<file path="src/rtl/lv_ow_adc_req_rsp.sv">
// Responder for the LV ctrl FSM ADC-request handshake: launches an ow ADC-read frame,
// waits for the HV response and returns a one-cycle ack with ok/err status.
module lv_ow_adc_req_rsp #(
  parameter int unsigned ADC_DATA_W  = 10,
  parameter int unsigned TIMEOUT_CYC = 1024,
  parameter int unsigned ERR_CNT_W   = 8
) (
  input  logic                  i_clk,
  input  logic                  i_rst_n,
  input  logic                  i_ow_comm_en,
  input  logic                  i_fsm_ow_ctrl_req_adc,
  output logic                  o_ow_ctrl_fsm_ack_adc,
  output logic                  o_ow_ctrl_fsm_ack_adc_status,
  output logic                  o_ow_tx_adc_req,
  input  logic                  i_ow_tx_ack,
  input  logic                  i_ow_rx_vld,
  input  logic                  i_ow_rx_crc_err,
  input  logic [ADC_DATA_W-1:0] i_ow_rx_data,
  output logic [ADC_DATA_W-1:0] o_adc_data,
  output logic                  o_adc_data_upd,
  output logic [ERR_CNT_W-1:0]  o_fail_cnt
);

  localparam int unsigned CntW = (TIMEOUT_CYC > 2) ? $clog2(TIMEOUT_CYC) : 1;
  localparam logic [CntW-1:0] CntLast = CntW'(TIMEOUT_CYC - 1);

  typedef enum logic [1:0] {StIdle, StTxReq, StWaitRsp, StAck} state_e;

  state_e                state_q, state_d;
  logic [CntW-1:0]       tmo_cnt_q, tmo_cnt_d;
  logic                  status_q, status_d;
  logic                  ack_q;
  logic                  tx_req_q;
  logic                  upd_q, upd_d;
  logic [ADC_DATA_W-1:0] adc_data_q, adc_data_d;
  logic [ERR_CNT_W-1:0]  fail_cnt_q, fail_cnt_d;
  logic                  enter_ack;
  logic                  tmo_hit;

  assign tmo_hit = (tmo_cnt_q == CntLast);

  always_comb begin
    state_d    = state_q;
    tmo_cnt_d  = tmo_cnt_q;
    status_d   = status_q;
    upd_d      = 1'b0;
    adc_data_d = adc_data_q;
    enter_ack  = 1'b0;

    case (state_q)
      StIdle: begin
        if (i_fsm_ow_ctrl_req_adc) begin
          tmo_cnt_d = '0;
          if (i_ow_comm_en) begin
            state_d = StTxReq;
          end else begin
            state_d   = StAck;
            status_d  = 1'b1;
            enter_ack = 1'b1;
          end
        end
      end
      StTxReq: begin
        if (!tmo_hit) tmo_cnt_d = tmo_cnt_q + CntW'(1);
        if (!i_ow_comm_en || (!i_ow_tx_ack && tmo_hit)) begin
          state_d   = StAck;
          status_d  = 1'b1;
          enter_ack = 1'b1;
        end else if (i_ow_tx_ack) begin
          state_d = StWaitRsp;
        end
      end
      StWaitRsp: begin
        if (!tmo_hit) tmo_cnt_d = tmo_cnt_q + CntW'(1);
        // Abort beats a response, and a response on the timeout cycle still counts.
        if (!i_ow_comm_en) begin
          state_d   = StAck;
          status_d  = 1'b1;
          enter_ack = 1'b1;
        end else if (i_ow_rx_vld) begin
          state_d   = StAck;
          status_d  = i_ow_rx_crc_err;
          enter_ack = 1'b1;
          if (!i_ow_rx_crc_err) begin
            adc_data_d = i_ow_rx_data;
            upd_d      = 1'b1;
          end
        end else if (tmo_hit) begin
          state_d   = StAck;
          status_d  = 1'b1;
          enter_ack = 1'b1;
        end
      end
      StAck: begin
        state_d = StIdle;
      end
      default: begin
        state_d = StIdle;
      end
    endcase
  end

  always_comb begin
    fail_cnt_d = fail_cnt_q;
    if (enter_ack && status_d && (fail_cnt_q != '1)) begin
      fail_cnt_d = fail_cnt_q + ERR_CNT_W'(1);
    end
  end

  always_ff @(posedge i_clk or negedge i_rst_n) begin
    if (!i_rst_n) begin
      state_q    <= StIdle;
      tmo_cnt_q  <= '0;
      status_q   <= 1'b0;
      ack_q      <= 1'b0;
      tx_req_q   <= 1'b0;
      upd_q      <= 1'b0;
      adc_data_q <= '0;
      fail_cnt_q <= '0;
    end else begin
      state_q    <= state_d;
      tmo_cnt_q  <= tmo_cnt_d;
      status_q   <= status_d;
      ack_q      <= enter_ack;
      tx_req_q   <= (state_d == StTxReq);
      upd_q      <= upd_d;
      adc_data_q <= adc_data_d;
      fail_cnt_q <= fail_cnt_d;
    end
  end

  assign o_ow_ctrl_fsm_ack_adc        = ack_q;
  assign o_ow_ctrl_fsm_ack_adc_status = status_q;
  assign o_ow_tx_adc_req              = tx_req_q;
  assign o_adc_data                   = adc_data_q;
  assign o_adc_data_upd               = upd_q;
  assign o_fail_cnt                   = fail_cnt_q;

endmodule
</file>
<file path="config.mk">
export PLATFORM = sky130hd
export DESIGN_NAME = lv_ow_adc_req_rsp
export DESIGN_NICKNAME = d
export VERILOG_FILES = /design/src/rtl/lv_ow_adc_req_rsp.sv
export SDC_FILE = /design/constraint.sdc
export NUM_CORES = 1
export LEC_CHECK = 0
export CAP_MARGIN = 10
export CORE_MARGIN = 2
export CORE_UTILIZATION = 30
export CTS_BUF_LIST = sky130_fd_sc_hd__clkbuf_4 sky130_fd_sc_hd__clkbuf_8
export CTS_CLUSTER_DIAMETER = 200
export DETAILED_ROUTE_END_ITERATION = 6
export PLACE_DENSITY = 0.58
export SLEW_MARGIN = 20
export SYNTH_ARGS = -nofsm -noshare
export SYNTH_HDL_FRONTEND = slang
export SYNTH_SLANG_ARGS = --single-unit
</file>
<file path="constraint.sdc">
create_clock -name i_clk -period 2.5 [get_ports i_clk]
set_input_delay 0.5 -clock i_clk [delete_from_list [all_inputs] [get_ports i_clk]]
set_output_delay 0.5 -clock i_clk [all_outputs]
set_load 0.01 [all_outputs]
</file>
== Word level (Yosys, flattened, before mapping) ==
Index checks and enable logic that the tools add are counted.
Widths: inputs -> output; s select.
Cells by class
  add/subtract/negate cells: 2
  multiplexer cells: 29
  bitwise gates (word level): 1
  reduce and logical (&&, ||, !) cells: 11
  equal/unequal tests: 8
Operators with widths (number)
  $mux 10: 2
  $pmux 10 s2: 1
  $mux 1: 16
  $mux 2: 7
  $add 10x1->10 const B: 1
  $eq 10x10->1 const B: 1
  $add 8x1->8 const B: 1
  $ne 8x8->1 const B: 1
  $pmux 2 s4: 1
  $pmux 1 s3: 2
  $eq 2x1->1 const B: 2
  $eq 2x2->1 const B: 2
  $ne 2x2->1 const B: 2
  $reduce_and 4->1: 1
  $logic_and 1x1->1: 3
  $reduce_and 3->1: 1
  $logic_not 1->1: 2
  $logic_not 2->1: 1
  $reduce_bool 2->1: 1
  $reduce_or 2->1: 1
  $logic_or 1x1->1: 1
  $not 1->1: 1
Word-level totals
  output and inout port bits: 22
  flip-flop bits (word level): 34

== Logic depth before layout (Yosys ltp) ==
  depth after elaboration: 7
  mapped depth: 8
  mapped depth without buffers: 8

== Worst setup path before layout ==
Ideal clock, no wire load.
  kind: flip-flop to flip-flop
  start: register tmo_cnt_q[0]
  end: register fail_cnt_q[1] (netlist: o_fail_cnt[1])
  buffers on the path: 0
  data arrival time: 1.992 ns
  library setup time: 0.125 ns
  clock period less this slack: 2.116 ns
  path slack: 0.384 ns
  stages on the path, launching flop included: 8
  cells stage by stage: dfrtp_1 > ha_1 > and4_2 > nand3_4 > a311oi_2 > a21boi_4 > and2_2 > mux2_2
Between the ends
  cells in the longest elaborated chain, start to end: 7
  elaborated cells on any way between the ends: 15
  those cells by class: eq/ne: 1; mux: 10; reduce/logical: 4
RTL lines
  from (decl): line 30  | logic [CntW-1:0] tmo_cnt_q, tmo_cnt_d;
  from (signal assigned): line 122  | tmo_cnt_q <= tmo_cnt_d;
  $eq 10x10->1 *: line 40  | assign tmo_hit = (tmo_cnt_q == CntLast);
  $mux 1 / $logic_and 1x1->1 (equally long branches): line 88, 65
  $mux 1 / $logic_or 1x1->1 (equally long branches): line 80, 65
  $mux 1, on equally long branches: line 76, 65
  $pmux 1 s3 *: line 50  | case (state_q)
  via enter_ack: line 37  | logic enter_ack;
  $logic_and 1x1->1 * (2 in a row): line 105  | if (enter_ack && status_d && (fail_cnt_q != '1)) begin
  to (signal assigned): line 128  | fail_cnt_q <= fail_cnt_d;
  to (decl): line 36  | logic [ERR_CNT_W-1:0] fail_cnt_q, fail_cnt_d;
Mark *: on every way through the listed nets, which the timed path passes. The rest lies on a longest branch.
A chain may end at the register's enable or synchronous reset.

== Final worst setup path ==
  start: register tmo_cnt_q[0]
  end: register fail_cnt_q[1] (netlist: o_fail_cnt[1])
Between the ends
  cells in the longest elaborated chain, start to end: 7
  elaborated cells on any way between the ends: 15
  those cells by class: eq/ne: 1; mux: 10; reduce/logical: 4
RTL lines (line)
  $eq 10x10->1 *: 40
  $mux 1 / $logic_and 1x1->1 (equally long branches): 88, 65
  $mux 1 / $logic_or 1x1->1 (equally long branches): 80, 65
  $mux 1, on equally long branches: 76, 65
  $pmux 1 s3: 50
  $logic_and 1x1->1 * (2 in a row): 105
Mark *: on every way between the ends. The rest lies on a longest branch, timed or not.

==> flow_summary.yaml <==
run_status:
  status: "complete, no violations"
grt:
  overflow: 0
  grt_max_degree: 35
  antenna_found_initial: 0
  grt_pass1_wl_mm: 5.968
  grtUsageTotal_pct: 12.16
  grt_pass1_vias: 1329
cts:
  ctsRootBufferMaster: "clkbuf_8"
  clockBufferDepth: 2
  post-cts-setup-buffers: 0
  postCtsHoldBufs: 0
  cts.htree.levels: 2
  cts.repair.resized: 0
  cts_made_buffers: 5
  worstSkewPairLatency_ps: 280
  path_clk_slew_ps: 70
  clkSinkCount: 34
  cts_tree: "built"
critical_path:
  cp.arrival_ps: 2420
  rrSetupSlack_ps: 250
  critPathLaunchType: "flip-flop"
  worst_setup_path_end_kind: "flip-flop"
  critPathRequiredTime_ps: 2680
  worstPathMaxFanout: 5
  criticalPathCategory: "reg2reg"
detailed_routing:
  dr.pass1.iters: 4
  drc: 0
  ant_nets: 0
  wire_per_inst_um: 11.95
  route.vias.total: 1399
  via_per_inst: 4.679
  wl_mm: 3.574
  detail_route.iter0.violations: 56
floorplanning:
  num_rows: 27
  fp.dieH_um: 80.47
  die_w_um: 80.47
  initial_core_util_pct: 31.47
  io_pins: 39
  dieArea_um2: 6475
  core_um2: 5574
yosys:
  synth_cell_type_count: 44
  syn-num-nets: 203
  netlist_instances: 180
  avgSynthCellArea_um2: 9.745
  ys_warn_count: 0
  yosysTopAreaCellShare_pct: 48.50
  synthArstFlopShare_pct: 100.0
  synth_area_leaders: "dfrtp_1 49%, nand2_1 8.1%, ha_1 4.3%"
  syn_area_um2: 1754
  ys.flop_type: "dfrtp_1"
  synth-seq-cells: 34
  ys_seq_area_share_pct: 48.50
  synth_edf_count: 0
  synth_area_leader_cell: "dfrtp_1"
timing:
  fin_skew_ps: 2.259
  rsz0062_at_grt: "no"
  post-route-period-util_pct: 89.96
  setup_ws_ps: 251.0
  hold_slack_ps: 480.5
  relSlewSlack_pct: 71.20
  finalHoldViolations: 0
  max_freq_mhz: 444.6
  finalCriticalPeriod_ps: 2249
  setup_viol: 0
  tightestPinTransition_ps: 430.4
  maxSlewViolCount: 0
power_and_ir_drop:
  comb_power_share_pct: 45.5
  power_density_nw_per_um2: 1023
  clkPwrFrac_pct: 17.8
  power_frac_seq_pct: 36.6
  total_leakage_power_nw: 1.041
  power.share.switching_pct: 36.01
  p_switching_w: 0.0008613
  totalPowerFinal_w: 0.002392
  ir_drop_uv: 394.8
  p_int_w: 0.001530
placed_design:
  dpl_cell_area_um2: 2242
  post-place-ws_ps: -12.52
  port_buffers: 38
  hpwl_mm: 2.619
  place.gp.congestion: 0.8145
layout:
  diodes: 0
  area_delta_synth_final_pct: 33.24
  fin_area_um2: 2337
  fin_nets: 249
  layout_common_cells: "38 x nand2_1, 38 x clkdlybuf4s50_1, 34 x dfrtp_1"
  drive_gt1_share_pct: 11.45
worst_hold_path:
  holdCritPathClass: "reg2reg"
flow_run:
  drv_cap: 0
## cell usage after synthesis, drive strengths merged (5+ instances only)
| master | number |
|---|---|
| ha | 6 |
| xor2 | 5 |
| a21oi | 9 |
| nand4 | 5 |
| dfrtp | 34 |
| nand2 | 38 |
| nor2 | 12 |
| inv | 7 |
| nand3 | 10 |
## sequential cells by signal (all words and copies together), names as in the netlist
name / cells
o_ow_ctrl_fsm_ack_adc: 1
o_ow_tx_adc_req: 1
o_ow_ctrl_fsm_ack_adc_status: 1
o_adc_data_upd: 1
tmo_cnt_q: 10
o_fail_cnt: 8
o_adc_data: 10
state_q: 2
## worst paths after layout
check                              startpoint  depth (start not counted)       endpoint
max in group asynchronous             i_rst_n                          2  o_adc_data[7]
min in group asynchronous             i_rst_n                          2   tmo_cnt_q[9]
worst max register to register   tmo_cnt_q[0]                          7  o_fail_cnt[1]
worst min-delay path            o_adc_data[1]                          2  o_adc_data[1]
worst min register to register  o_adc_data[1]                          2  o_adc_data[1]
worst max-delay path             tmo_cnt_q[0]                          7  o_fail_cnt[1]
## critical path, cell delays in order (launching register included)
cell,delay (ps)
dfrtp_1,430
ha_1,260
and4_2,270
and3_2,250
o22ai_1,340
a21boi_4,110
and2_2,220
mux2_2,260
## logic make-up after synthesis
kind of cell,Yosys count,share of synthesized area [%]
AOI/OAI and AO/OA,28,11.48
xor gates and xnor gates,9,4.493
adders and majority gates,6,4.279
buffers and inverters,12,3.067
DFF,34,48.50
muxes,5,3.067
and+or+nand+nor,86,25.11
## through the flow
stage | instances | utilization [%] | TNS [ps]
global route | 299 | 41.93 | 0
global placement | 291 | 40.22 | 0
finish | 299 | 41.93 | 0
floorplan | 180 | - | 0
detailed placement | 291 | 40.22 | -12.52
CTS | 299 | 41.93 | 0
## cell type report
cell class,count,area (µm²)
multi-input combinational,134,849.6
inverter,7,26.28
sequential,34,850.8
clock inverter,2,12.51
tap,72,90.09
fill,560,3237
clock buffer,6,82.58
timing repair buffer,44,425.4
## metal layers
metal  global-route usage, %  wire length [µm]  up-vias
met4                   5.085                68        0
met5                       0                 0        -
met1                   15.47              1701      646
met3                   4.157               172        5
li1                        -                 -      710
met2                   18.75              1631       38
## power by group through the flow
stage	clock [W]	combinational (W)	sequential [W]
floorplan	0	0.000575	0.000925
global placement	0	0.00109	0.000890
detailed placement	0	0.00110	0.000883
CTS	0.000442	0.00110	0.000878
global route	0.000462	0.00121	0.000907
finish	0.000426	0.00109	0.000876
Power figures use the tool's default switching activity.
